===== config.mk =====
export PLATFORM = sky130hd
export DESIGN_NAME = jtsdram_ledcode
export DESIGN_NICKNAME = d
export VERILOG_FILES = /design/src/rtl/jtsdram_pkg.sv /design/src/rtl/jtsdram_rrpick.sv /design/src/rtl/jtsdram_ledcode.sv
export SDC_FILE = /design/constraint.sdc
export NUM_CORES = 1
export LEC_CHECK = 0
export BUFFER_PORTS_ARGS = -buffer_cell sky130_fd_sc_hd__buf_2
export CORE_ASPECT_RATIO = 1.2
export CORE_MARGIN = 2
export CORE_UTILIZATION = 25
export CTS_CLUSTER_DIAMETER = 200
export DETAILED_ROUTE_END_ITERATION = 10
export HOLD_SLACK_MARGIN = 0.08
export SYNTH_ARGS = -nofsm -noshare
export SYNTH_HDL_FRONTEND = slang
export SYNTH_SLANG_ARGS = --single-unit

===== constraint.sdc =====
create_clock -name clk -period 5.5 [get_ports clk]
set_clock_uncertainty 0.15 [all_clocks]
set_input_delay 1.1 -clock clk [delete_from_list [all_inputs] [get_ports clk]]
set_output_delay 1.1 -clock clk [all_outputs]
set_load 0.01 [all_outputs]

===== src/rtl/jtsdram_pkg.sv =====
// Shared SDRAM tester constants: default blink-code timings so the tester top
// and the simulation agree on one set of numbers.
package jtsdram_pkg;

  localparam int JTS_BANKS = 4;
  localparam int JTS_ONF   = 8;
  localparam int JTS_OFFF  = 8;
  localparam int JTS_GAPF  = 32;
  localparam int JTS_TW    = 6;

endpackage


===== src/rtl/jtsdram_rrpick.sv =====
// Combinational round-robin picker: first set bit of req scanning last+1,
// last+2, ... modulo BANKS, so the previously picked bank comes last.
module jtsdram_rrpick #(
  parameter int BANKS = 4
) (
  input  logic [BANKS-1:0] req,
  input  logic [2:0]       last,
  output logic [2:0]       idx,
  output logic             any
);

  logic [2:0]       pos [BANKS];
  logic [BANKS-1:0] hit;

  generate
    for (genvar gi = 0; gi < BANKS; gi++) begin : g_rot
      logic [3:0] sum;
      assign sum     = {1'b0, last} + 4'(gi + 1);
      assign pos[gi] = 3'(sum % 4'(BANKS));
      assign hit[gi] = req[pos[gi]];
    end
  endgenerate

  // Scan from the farthest offset down so the nearest hit wins.
  always_comb begin
    idx = '0;
    for (int i = BANKS - 1; i >= 0; i--) begin
      if (hit[i]) idx = pos[i];
    end
  end

  assign any = |req;

endmodule


===== src/rtl/jtsdram_ledcode.sv =====
// Multiplexes per-bank SDRAM error flags onto one LED as blink codes:
// bank k blinks k+1 times then stays dark for a gap; banks rotate round-robin.
module jtsdram_ledcode
  import jtsdram_pkg::*;
#(
  parameter int BANKS = JTS_BANKS,
  parameter int ONF   = JTS_ONF,
  parameter int OFFF  = JTS_OFFF,
  parameter int GAPF  = JTS_GAPF,
  parameter int TW    = JTS_TW
) (
  input  logic             clk,
  input  logic             rst_n,
  input  logic             LVBL,
  input  logic [BANKS-1:0] bad,
  output logic             led,
  output logic             busy,
  output logic [2:0]       cur_bank
);

  localparam int BW = $clog2(BANKS + 1);

  localparam logic [1:0] ST_IDLE = 2'd0;
  localparam logic [1:0] ST_ON   = 2'd1;
  localparam logic [1:0] ST_OFF  = 2'd2;
  localparam logic [1:0] ST_GAP  = 2'd3;

  logic [1:0]    state_reg, state_next;
  logic [TW-1:0] timer_reg, timer_next;
  logic [BW-1:0] blinks_reg, blinks_next;
  logic [2:0]    last_reg, last_next;
  logic [2:0]    bank_reg, bank_next;
  logic          last_lvbl_reg, tick_reg;
  logic          led_reg, busy_reg;

  logic [2:0]    pick_idx;
  logic          pick_any;

  jtsdram_rrpick #(.BANKS(BANKS)) u_pick (
    .req  (bad),
    .last (last_reg),
    .idx  (pick_idx),
    .any  (pick_any)
  );

  always_ff @(posedge clk or negedge rst_n) begin
    if (!rst_n) begin
      last_lvbl_reg <= 1'b0;
      tick_reg      <= 1'b0;
    end else begin
      last_lvbl_reg <= LVBL;
      tick_reg      <= LVBL & ~last_lvbl_reg;
    end
  end

  always_ff @(posedge clk or negedge rst_n) begin
    if (!rst_n) begin
      state_reg  <= ST_IDLE;
      timer_reg  <= '0;
      blinks_reg <= '0;
      last_reg   <= 3'(BANKS - 1);
      bank_reg   <= '0;
      led_reg    <= 1'b0;
      busy_reg   <= 1'b0;
    end else begin
      state_reg  <= state_next;
      timer_reg  <= timer_next;
      blinks_reg <= blinks_next;
      last_reg   <= last_next;
      bank_reg   <= bank_next;
      led_reg    <= (state_next == ST_ON);
      busy_reg   <= (state_next != ST_IDLE);
    end
  end

  // Every phase reloads its timer on the tick where it reads 1, so it never hits 0.
  always_comb begin
    state_next  = state_reg;
    timer_next  = timer_reg;
    blinks_next = blinks_reg;
    last_next   = last_reg;
    bank_next   = bank_reg;
    if (tick_reg) begin
      case (state_reg)
        ST_IDLE: begin
          if (pick_any) begin
            state_next  = ST_ON;
            timer_next  = TW'(ONF);
            blinks_next = BW'(pick_idx) + BW'(1);
            last_next   = pick_idx;
            bank_next   = pick_idx;
          end
        end
        ST_ON: begin
          if (timer_reg == TW'(1)) begin
            state_next = ST_OFF;
            timer_next = TW'(OFFF);
          end else begin
            timer_next = timer_reg - TW'(1);
          end
        end
        ST_OFF: begin
          if (timer_reg == TW'(1)) begin
            if (blinks_reg > BW'(1)) begin
              state_next  = ST_ON;
              timer_next  = TW'(ONF);
              blinks_next = blinks_reg - BW'(1);
            end else begin
              state_next = ST_GAP;
              timer_next = TW'(GAPF);
            end
          end else begin
            timer_next = timer_reg - TW'(1);
          end
        end
        default: begin
          if (timer_reg == TW'(1)) begin
            if (pick_any) begin
              state_next  = ST_ON;
              timer_next  = TW'(ONF);
              blinks_next = BW'(pick_idx) + BW'(1);
              last_next   = pick_idx;
              bank_next   = pick_idx;
            end else begin
              state_next = ST_IDLE;
            end
          end else begin
            timer_next = timer_reg - TW'(1);
          end
        end
      endcase
    end
  end

  assign led      = led_reg;
  assign busy     = busy_reg;
  assign cur_bank = bank_reg;

endmodule


**Yosys cells after proc, flatten, opt, wreduce, memory -nomap -nowiden**

Index checks and enable logic that the tools add are counted.

- Add/sub/neg operators: 7
- Multipliers: 0
- Divide/modulo/power cells: 0
- Magnitude comparators: 5
- Eq/ne operators: 6
- Shift-type cells: 0
- Muxes and demuxes: 37
- Bitwise operators: 4
- Reduce and logical (&&, ||, !) cells: 7

Operators by type and width:

| operator | number |
|---|---|
| two-way mux 6 bit | 5 |
| two-way mux 3 bit | 8 |
| two-way mux 2 bit | 10 |
| case mux 6 bit (3 select lines) | 1 |
| < comparator 2 x 3 -> 1 bit, second input constant | 4 |
| case mux 3 bit (2 select lines) | 2 |
| case mux 3 bit (3 select lines) | 1 |
| binary-select mux 1 bit (select 2 bit) | 4 |
| == test 6 x 1 -> 1 bit, second input constant | 1 |
| case mux 2 bit (3 select lines) | 1 |
| subtractor 6 x 1 -> 6 bit, second input constant | 1 |
| two-way mux 1 bit | 5 |
| AND reduction 5 bit | 1 |
| adder 2 x 1 -> 2 bit, second input constant | 2 |
| adder 2 bit, second input constant | 2 |
| == test 2 x 1 -> 1 bit, second input constant | 2 |
| != test 2 bit, second input constant | 2 |
| nonzero test 2 bit | 2 |
| OR reduction 4 bit | 1 |
| adder 3 x 1 -> 3 bit, second input constant | 1 |
| greater-than comparator 3 x 1 -> 1 bit, second input constant | 1 |
| inverter 1 bit | 3 |
| AND reduction 3 bit | 1 |
| subtractor 3 x 1 -> 3 bit, second input constant | 1 |
| 4 further kinds | 4 |

- Register bits after elaboration: 21
- Latch bits: 0
- Bits in writable memories: 0
- Bits in read-only memories: 0
- Input port bits: 7
- Output and inout bits: 5
- Logic and storage cells: 75
- Memories kept: 0

**Depth between registers and ports, before layout**

Gate-level depths: netlist (run 1).

- Depth in word-level cells: 11
- Gate-level depth with buffers: 8
- Gate-level depth less buffers: 7

**Modules after synthesis**

Synthesis (run 1) repeated with hierarchy kept, for this count alone.

- Cell total of the unflattened synthesis: 145
- Area, all modules: 1,390.1 µm²

By module, submodules not included:

| module | times used | cells each | area an instance (µm²) |
|---|---|---|---|
| jtsdram_ledcode | 1 | 129 | 1,287.5 |
| jtsdram_rrpick | 1 | 16 | 102.6 |

**Worst setup path after synthesis (run 1)**

No wires, ideal clock.

- Path type: in2reg
- Start: in bad[1]
- End: reg busy_reg (netlist: busy)
- Arrival time: 2.120 ns
- Path slack: 3.108 ns
- Stages on the path: 5
- Cell sequence: or4_1 > o21ai_0 > and3_1 > a32o_1 > o2bb2ai_1

- Word-level cells in the longest chain between the ends: 6

RTL lines:

| what | line | RTL |
|---|---|---|
| start: declaration | jtsdram_ledcode.sv:15 | `input logic [BANKS-1:0] bad,` |
| OR reduction 4 bit (*) | jtsdram_rrpick.sv:32 | `assign any = \|req;` |
| two-way mux 1 bit | jtsdram_ledcode.sv:118 | `if (pick_any) begin` |
| two-way mux 2 bit | jtsdram_ledcode.sv:117 | `if (timer_reg == TW'(1)) begin` |
| case mux 2 bit (3 select lines) (*) | jtsdram_ledcode.sv:84 | `case (state_reg)` |
| two-way mux 2 bit (*) | jtsdram_ledcode.sv:83 | `if (tick_reg) begin` |
| nonzero test 2 bit (*) | jtsdram_ledcode.sv:72 | `busy_reg <= (state_next != ST_IDLE);` |
| end signal: assignment | jtsdram_ledcode.sv:72 |  |
| end: declaration | jtsdram_ledcode.sv:34 | `logic led_reg, busy_reg;` |

Mark *: on every way between the ends. The rest lies on a longest branch, timed or not.
A chain may end at the register's enable or synchronous reset.

**Final worst setup path (run 1)**

- Start: in bad[1]
- End: reg blinks_reg[1]

- Word-level cells in the longest chain between the ends: 10

RTL lines:

| what | line | RTL |
|---|---|---|
| binary-select mux 1 bit (select 2 bit) | jtsdram_rrpick.sv:20 | `assign hit[gi] = req[pos[gi]];` |
| two-way mux 1 bit (implied by the code) | jtsdram_rrpick.sv:20 |  |
| two-way mux 2 bit (3 in series) | jtsdram_rrpick.sv:28 | `if (hit[i]) idx = pos[i];` |
| two-way mux 2 bit (*) | jtsdram_rrpick.sv:28 |  |
| named net pick_idx[0] | jtsdram_ledcode.sv:36 | `logic [2:0] pick_idx;` |
| adder 3 x 1 -> 3 bit (*) | jtsdram_ledcode.sv:89, jtsdram_ledcode.sv:121 |  |
| two-way mux 3 bit (*) | jtsdram_ledcode.sv:86, jtsdram_ledcode.sv:118 |  |
| two-way mux 3 bit | jtsdram_ledcode.sv:117 |  |
| case mux 3 bit (3 select lines) (*) | jtsdram_ledcode.sv:84 |  |
| end signal: assignment | jtsdram_ledcode.sv:68 | `blinks_reg <= blinks_next;` |
| end: declaration | jtsdram_ledcode.sv:30 | `logic [BW-1:0] blinks_reg, blinks_next;` |

Mark *: on every way through the listed nets, which the timed path passes. The rest lies on a longest branch. The select of a mux whose other input is x is not followed.

==> metrics.md, run 1 <==
| Metric | Value |
|---|---|
| Status | finished, final reports clean |
| Global-route wire length before repair | 4870 um |
| FMAX | 416 MHz |
| Post-synthesis register bit count | 19 |
| CTS tree | yes |
| Setup Total Neg Slack | 0 ns |
| Endpoints failing setup | 0 |
| CP required | about 5.5 ns |
| CTS buffer count | 3 |
| Slew headroom | 59.5% |
| Clk slew on worst S/H paths | 0.07 ns |
| Vias in the first global route | 1089 |
| Post-CTS Setup Inserts | 0 |
| Commonest cells post-synth | dfrtp_1 (17), inv_1 (13), o21ai_0 (13) |
| Unrepaired setup endpoints after global routing | no |
| Worst R2R Setup Slack | 3.18 ns |
| IO Pins | 12 |
| Routing usage on met3 | 1.92% |
| Min-Delay Startpoint | last_lvbl_reg$_DFF_PN0_ |
| Max reg flops | 6 |
| DR vias/cell | 5.07 |
| Arr. time, crit path | 2.39 ns |
| Setup ws final | 3.10 ns |
| Die Span Y | 84.2 um |
| Routability congestion estimate | 0.835 |
| Clk root buf | clkbuf_8 |
| Post_cts resized | 0 |
| Row count | 29 |
| Seq/Total Area, Yosys | 35.7% |
| EDFF count, synth | 0 |
| Clk buf depth | 2 |
| Filler cells | roughly 600 |
| Layout cells sized above 1 | 16.0% |
| Routing usage on met1 | 12.8% |
| # nets final | 173 |
| Crit Path Max Fanout | 6 |
| Drt wl/cell | 12.9 um |
| Pwr dens | 429 nW/um2 |
| CP Capture Type | flop |
| Place WS | 2.82 ns |
| Met2 Track Usage GR | 16.4% |
| Area grow syn2layout | 10.2% |
| Util after Layout | around 28% |
| H-tree Lvls | 1 |
| Via count | approximately 1100 |
| Top cell type's share of synthesized area | 31.8% |
| Largest net degree at the start of global routing | 20 |
| Final antenna-violating net count | 0 |
| Reg-to-reg critical path startpoint | timer_reg[1]$_DFFE_PN0P_ |
| Syn Nets | between 150 and 200 |
| Worst slew pin tran | between 0.5 and 0.6 ns |
| Final Max Tran Viols | 0 |
| Warnings from Yosys | 0 |
| CTS Sinks | 19 |
| Synthesized instance count | 148 |
| Peak supply drop | 0.162 mV |
| Overflow after GRT | 0 |
| Period Utilization, post-route | 43.7% |
| Port Buffers | 10 |
| Asr flop ratio synth | 100% |
| Die W | 70.8 um |
| Max cap viols | 0 |
| Crit path time final | 2.40 ns |
| Yosys top cell by area | dfrtp_1 |
| GRT busiest layer | met2 |
| Avg Cell Area, Syn | a little over 9 um2 |
| Core area | between 5000 and 6000 um2 |
| Die area | 5960 um2 |
| Post-synth cell types | 51 |
| Hold Crit Depth | 1 |
| Reg2reg path depth | 7 |
| Clock latency on the worst-skew pair | roughly 0.26 ns |
| Total Wirelength | between 2000 and 3000 um |
| Cell with the most instances after synthesis | dfrtp_1 |
| Ys flop type | dfrtp_1 |
| LEAKAGE | 0.609 nW |
| R2r endpoint | cur_bank[0]$_DFFE_PN0P_ |
| DRT iter0 DRCs | 43 |
| Top post-synthesis cells by area | dfrtp_1 (32%), ha_1 (8.4%), o21ai_0 (4.9%) |
| Final Hold Viols | 0 |
| Dpl hpwl | 2080 um |
| # diodes | 0 |
| Hold Path Class | flop to flop |
| Starting Density | 25.6% |
| Hold EP | tick_reg$_DFF_PN0_ |
| CP Class | input port to flop |
| All-Layer GR Usage | under 10% |
| Initial antenna violation count | 0 |
| Mapped Area | 1340 um2 |
| Post-route DRC | 0 |
| CTS Hold Bufs | 0 |
| Worst Setup Start Kind | input port |
| DR pass1 iterations | 4 |
[routing by layer]
| layer | part of all wire [%] | wire length (um) |
|---|---|---|
| met5 | 0 | 0 |
| met4 | 0.82 | 23 |
| met3 | 2.3 | 65 |
| met2 | 50 | 1400 |
| met1 | 47 | 1320 |
[worst max path at each step]
stage | startpoint | to | cells after the start
2_1_floorplan | bad[1] | busy$_DFF_PN0_ | 5
3_3_place_gp | bad[1] | busy$_DFF_PN0_ | 6
3_5_place_dp | bad[1] | blinks_reg[1]$_DFFE_PN0P_ | 6
4_1_cts | bad[1] | blinks_reg[1]$_DFFE_PN0P_ | 6
5_1_grt | bad[3] | blinks_reg[2]$_DFFE_PN0P_ | 6
6_report | bad[1] | blinks_reg[1]$_DFFE_PN0P_ | 6
[worst max-delay path: stages]
cell      delay [ns]
buf_2           0.15
nor2_1          0.06
o311ai_0        0.52
ha_1            0.33
o21ai_0         0.15
mux2i_1         0.09
[power by group]
group | switching, mW | leakage (nW) | internal (mW)
logic | 0.177 | 0.358 | 0.120
registers | 0.0488 | 0.225 | 0.189
clock network | 0.0482 | 0.0255 | 0.0505
total | 0.274 | 0.609 | 0.360
[through the flow]
step,instances,cell area (um2),hold WS [ns],total power [mW]
CTS,218,1480,0.257,0.638
detailed placement,214,1430,0.247,0.535
floorplan,148,1340,0.228,0.468
global placement,214,1430,0.232,0.532
global route,218,1480,0.288,0.692
finish,218,1480,0.254,0.633
[cell families (layout without fill, tap and decap cells)]
kind of cell               count (synthesis)  count (layout)  share of synthesized area (%)
adders and majority gates                  9               9                           8.41
AOI/OAI and AO/OA                         44              44                           23.1
muxes                                      3               3                           2.34
buffers and inverters                     19              27                           6.45
xor gates and xnor gates                   1               1                          0.654
DFF                                       19              19                           35.7
and+or+nand+nor                           52              52                           23.1
other                                      1               1                          0.280
[final cells by class]
cell class	count	area (um2)	area share (%)
repair buffers	10	50.0	3.39
clock inverters	1	5.00	0.339
clock buffers	3	41.3	2.80
inverters	13	48.8	3.31
well taps	62	77.6	5.26
flip-flops and latches	19	478	32.4
multi-input cells	110	774	52.5
[layout by cell type, fill, tap and decap left out, drive strengths merged, types with 2 or more instances in the layout]
master / n
dfstp: 2
o22ai: 3
nor2: 10
nor4: 2
ha: 9
o21ai: 13
buf: 10
nor2b: 5
nand3: 7
a21oi: 6
dfrtp: 17
a32o: 2
nor3: 6
a31oi: 5
or3: 2
clkbuf: 3
inv: 13
o21a: 4
nand2: 7
mux2i: 2
nand2b: 4
No activity file was read; power rests on OpenSTA's default activity.
==> run 2: changes to the inputs <==
Clock period 5.5 ns to 2.1 ns, I/O delays scaled along.
==> run 2 against run 1 <==
Net effect: first-iteration DRC count is 26% lower; die area stayed put; power grew to 2.8 times the previous value; highest routed layer unchanged; via count is 4.8% higher; register-to-register slack worse by 3.1 ns; clock power grew to 2.7 times the previous value; count of clock-buffer cells in the layout stayed put; combinational power grew to 3.1 times the previous value; routed wire length is 5.6% higher.
==> metrics.md, run 2 (synthesized netlist as in run 1, its figures left out) <==
| Metric | Value |
|---|---|
| Place WS | 0.0626 ns |
| DR pass1 iterations | 4 |
| Cell family with most CP delay | compound AO/OA/AOI/OAI gates |
| Drt wl/cell | 12.8 um |
| Post-CTS Setup Inserts | 0 |
| Slew headroom | between 60% and 70% |
| Routability congestion estimate | around 0.89 |
| # diodes | 0 |
| Reg-to-reg critical path startpoint | timer_reg[1]$_DFFE_PN0P_ |
| CTS buffer count | 3 |
| Via count | 1158 |
| Global-route wire length before repair | 5060 um |
| CTS Sinks | 19 |
| Reg2reg path depth | 6 |
| Most frequent cells in the layout | dfrtp_1 (16), inv_1 (13), buf_4 (13), o21ai_0 (12), buf_2 (10) |
| Area grow syn2layout | 18.8% |
| CP Cell Sequence | inv_1 -> ha_1 -> or2b_4 -> a211oi_4 -> a31oi_2 -> a222oi_1 |
| Setup ws final | 0.0895 ns |
| # nets final | 187 |
| CP max stage cell | dfrtp_1 |
| Die Span Y | 84.2 um |
| Crit Path Max Fanout | 4 |
| Post-route DRC | 0 |
| R2r endpoint | blinks_reg[2]$_DFFE_PN0P_ |
| CP Class | flop to flop |
| Crit-path max cell delay | 0.42 ns |
| LEAKAGE | between 0.6 and 0.7 nW |
| Die area | 5960 um2 |
| DR vias/cell | 4.99 |
| Layout cells sized above 1 | 24.1% |
| WP buf/inv | 1 |
| Vias in the first global route | 1136 |
| Final Max Tran Viols | 0 |
| Worst R2R Setup Slack | 0.09 ns |
| Critical Path Start | timer_reg[1]$_DFFE_PN0P_ |
| Util after Layout | about 30% |
| IO Pins | 12 |
| Pwr dens | between 1000 and 1500 nW/um2 |
| Final Hold Viols | 0 |
| Clk root buf | clkbuf_8 |
| Overflow after GRT | 0 |
| DRT iter0 DRCs | 32 |
| Stages on worst setup path | 6 |
| CP required | approximately 2.1 ns |
| Crit path time final | 2.01 ns |
| Row count | 29 |
| CTS tree | yes |
| All-Layer GR Usage | 10.5% |
| H-tree Lvls | 1 |
| Largest net degree at the start of global routing | 20 |
| Status | finished, final reports clean |
| CP Capture Type | flop |
| Max reg flops | 6 |
| Peak supply drop | a little over 0.5 mV |
| Clk buf depth | 2 |
| Clock latency on the worst-skew pair | 0.27 ns |
| Initial antenna violation count | 0 |
| Dpl hpwl | 2290 um |
| Arr. time, crit path | approximately 2.0 ns |
| Worst Setup Start Kind | flop |
| Final antenna-violating net count | 0 |
| CP endpoint | blinks_reg[2]$_DFFE_PN0P_ |
| Filler cells | 573 |
| Core area | 5230 um2 |
| Total Wirelength | 2970 um |
| Clk slew on worst S/H paths | 0.08 ns |
| Die W | 70.8 um |
| Starting Density | 25.6% |
| Endpoints failing setup | 0 |
| Worst slew pin tran | 0.538 ns |
| Commonest non-fill, non-tap cell in the layout | dfrtp_1 |
| Hold Path Class | input port to flop |
| Port Buffers | 10 |
| Period Utilization, post-route | a little over nine tenths |
| FMAX | between 400 and 500 MHz |
| Max cap viols | 0 |
run 2: cell count changes in the layout (fill, tap and decap cells not counted):
cell	previous run	this run
dfrtp_1	17	16
o21ai_1	0	1
dlygate4sd3_1	0	1
nor2b_1	5	4
buf_4	0	13
nor2b_2	0	1
o21ai_0	13	12
dfrtp_2	0	1
or2b_1	1	0
or2b_4	0	1
run 2: metal layers:
layer | vias to the layer above | part of all wire, % | track usage [%]
met5 | - | 0 | 0
met4 | 0 | 2.8 | 5.15
met3 | 9 | 2.1 | 1.56
met2 | 24 | 49 | 17.2
met1 | 549 | 46 | 13.3
li1 | 576 | - | -
run 2: worst min-delay path by stage:
| stage | cells past startpoint | startpoint | slack (ns) | end |
|---|---|---|---|---|
| 2_1_floorplan | 0 | rst_n | -0.03 | blinks_reg[0]$_DFFE_PN0P_ |
| 3_3_place_gp | 1 | last_lvbl_reg$_DFF_PN0_ | 0.23 | tick_reg$_DFF_PN0_ |
| 3_5_place_dp | 1 | last_lvbl_reg$_DFF_PN0_ | 0.24 | tick_reg$_DFF_PN0_ |
| 4_1_cts | 1 | LVBL | 0.11 | last_lvbl_reg$_DFF_PN0_ |
| 5_1_grt | 1 | LVBL | 0.11 | last_lvbl_reg$_DFF_PN0_ |
| 6_report | 1 | LVBL | 0.12 | last_lvbl_reg$_DFF_PN0_ |
run 2: worst register-to-register path: cells and delay by family, from the launching register on:
family                   cells  cell delay, ns
adder cells (fa/ha/maj)      1            0.17
AO/OA/AOI/OAI                3            0.75
AND/OR/NAND/NOR              1            0.31
buffers and inverters        1            0.09
flip-flops                   1            0.42
run 2: final cells by class:
type | count | area (um2) | share of cell area [%]
Clock buffer | 3 | 41.3 | 2.60
Inverter | 13 | 48.8 | 3.07
Multi-Input combinational cell | 110 | 781 | 49.1
Timing Repair Buffer | 24 | 158 | 9.91
Clock inverter | 1 | 5.00 | 0.315
Tap cell | 62 | 77.6 | 4.88
Sequential cell | 19 | 479 | 30.1
run 2: where the power goes:
group	switching (mW)	internal (mW)	total, mW
clock	0.138	0.133	0.271
combinational	0.514	0.409	0.923
sequential	0.107	0.496	0.603
run 2: stage by stage:
| step | power [mW] | TNS [ns] | instance area [um2] | hold slack, ns | cells |
|---|---|---|---|---|---|
| final | 1.80 | 0 | 1590 | 0.119 | 232 |
| after detailed placement | 1.51 | 0 | 1530 | 0.239 | 227 |
| after CTS | 1.79 | 0 | 1580 | 0.113 | 232 |
| after global routing | 1.95 | -0.00361 | 1590 | 0.113 | 232 |
| after global placement | 1.51 | 0 | 1530 | 0.233 | 227 |
| after floorplan | 1.23 | 0 | 1340 | -0.0256 | 148 |
run 2: timing repair:
action,CTS,global route
resized for setup,0,4
hold buffers,1,0
setup endpoints to repair,0,6
endpoints found under the hold margin,17,0
==> run 3: changes to the inputs <==
Settings changed: ABC_CLOCK_PERIOD_IN_PS set to 2100, CORE_ASPECT_RATIO 1.2 to 0.8, CTS_BUF_LIST set to sky130_fd_sc_hd__clkbuf_8 sky130_fd_sc_hd__clkbuf_16.
==> run 3 against run 2 <==
Net effect: non-clock buffer count decreased by 3; first-iteration DRC count increased to 4.2 times the previous value; sequential cell count unchanged; sequential power increased by 0.8%; cell area decreased by 1.6%; count of clock-buffer cells in the layout unchanged; register-to-register slack about the same; hold slack improved by 0.0083 ns; critical path depth increased by 1.
==> metrics.md, run 3 (synthesized netlist as in run 1, its figures left out) <==
| Metric | Value |
|---|---|
| Status | finished, final reports clean |
| Global-route wire length before repair | between 5000 and 6000 um |
| Setup Total Neg Slack | 0 ns |
| Via count | 1137 |
| Core area | ~5100 um2 |
| CP Class | flop to flop |
| Dpl hpwl | 2150 um |
| CP required | about 2.1 ns |
| Crit-path max cell delay | 0.41 ns |
| Crit Path Max Fanout | 4 |
| Placed Cells | 222 |
| Clock latency on the worst-skew pair | around 0.26 ns |
| # diodes | 0 |
| Overflow after GRT | 0 |
| Pwr dens | ~1100 nW/um2 |
| Crit path time final | around 2.0 ns |
| Peak supply drop | roughly 0.63 mV |
| CP Cell Sequence | inv_1 -> ha_1 -> nor2b_1 -> a21oi_2 -> nor4_1 -> a31oi_2 -> a222oi_1 |
| Clk slew on worst S/H paths | approximately 0.080 ns |
| LEAKAGE | 0.663 nW |
| WP buf/inv | 1 |
| CP max stage cell | dfrtp_1 |
| FMAX | 496 MHz |
| Largest net degree at the start of global routing | 20 |
| Final Hold Viols | 0 |
| Total Wirelength | 2830 um |
| CTS tree | yes |
| Area grow syn2layout | 16.9% |
| Commonest non-fill, non-tap cell in the layout | dfrtp_1 |
| Util after Layout | 30.7% |
| H-tree Lvls | 1 |
| Unrepaired setup endpoints after global routing | no |
| Die Span Y | 69.5 um |
| DR vias/cell | 4.97 |
| Vias in the first global route | 1109 |
| Arr. time, crit path | 2.02 ns |
| Final cell count without fillers | 229 |
| DR pass1 iterations | 4 |
| Die area | 5960 um2 |
| Die W | 85.8 um |
| Post-route DRC | 0 |
| Cell family with most CP delay | simple AND/OR/NAND/NOR gates |
| Hold Path Class | input port to flop |
| Initial antenna violation count | 0 |
| CTS buffer count | 3 |
| Max cap viols | 0 |
| Port Buffers | 10 |
| All-Layer GR Usage | 10.6% |
| Worst Setup Start Kind | flop |
| Layout cells sized above 1 | 22.2% |
| Slew headroom | about half |
| Worst slew pin tran | approximately 0.74 ns |
| Drt wl/cell | ~12 um |
| Power consumption | 1.75 mW |
| Clk buf depth | 2 |
| IO Pins | 12 |
| Most frequent cells in the layout | dfrtp_1 (16), inv_1 (13), o21ai_0 (11), buf_2 (10), buf_4 (10) |
| Routability congestion estimate | 0.864 |
| Final Max Tran Viols | 0 |
| Clk root buf | clkbuf_8 |
| # nets final | 184 |
| DRT iter0 DRCs | 135 |
| Row count | 23 |
| CP Capture Type | flop |
| Max reg flops | 6 |
| Filler cells | a little over 500 |
| Final antenna-violating net count | 0 |
| CTS Sinks | 19 |
| Period Utilization, post-route | 96.0% |
| Worst hold margin | 0.127 ns |
| Starting Density | a little over a quarter |
| Endpoints failing setup | 0 |
## run 3: path summary, 6_finish.rpt
kind,slack (ns),end,cells after the start,startpoint
worst max-delay path,0.08,blinks_reg[2]$_DFFE_PN0P_,7,timer_reg[1]$_DFFE_PN0P_
worst min-delay path,0.13,last_lvbl_reg$_DFF_PN0_,1,LVBL
worst max register to register,0.08,blinks_reg[2]$_DFFE_PN0P_,7,timer_reg[1]$_DFFE_PN0P_
worst min register to register,0.26,tick_reg$_DFF_PN0_,1,last_lvbl_reg$_DFF_PN0_
max in group asynchronous,0.99,last_reg[0]$_DFFE_PN1P_,2,rst_n
min in group asynchronous,0.48,blinks_reg[2]$_DFFE_PN0P_,2,rst_n
## run 3: layer usage
layer / vias up / GRT usage [%] / share of wire [%]
met1: 536 / 15.5 / 52
met5: - / 0 / 0
met2: 24 / 15.7 / 42
li1: 573 / - / -
met3: 4 / 2.50 / 4.6
met4: 0 / 2.65 / 0.88
## run 3: per-stage QoR
step / setup slack (ns) / instance area (um2)
2_1_floorplan: 0.164 / 1340
3_3_place_gp: -0.0321 / 1490
3_5_place_dp: 0.00985 / 1490
4_1_cts: 0.107 / 1550
5_1_grt: 0.00746 / 1570
6_report: 0.0844 / 1570
## run 3: what timing repair did
item	CTS	global route
buffers inserted	0	2
resized for setup	0	4
hold buffers	1	0
endpoints found under the hold margin	17	0
endpoints found under the setup margin	0	3
## run 3: layout make-up
cell class | instances | area [um2] | share of cell area (%)
repair buffers | 21 | 135 | 8.63
multi-input cells | 110 | 778 | 49.7
well taps | 62 | 77.6 | 4.96
clock inverters | 1 | 5.00 | 0.320
inverters | 13 | 48.8 | 3.12
flip-flops and latches | 19 | 479 | 30.6
clock buffers | 3 | 41.3 | 2.64
## run 3: report_power, final
group	internal, mW	switching, mW
logic	0.379	0.498
clock network	0.132	0.130
registers	0.497	0.112
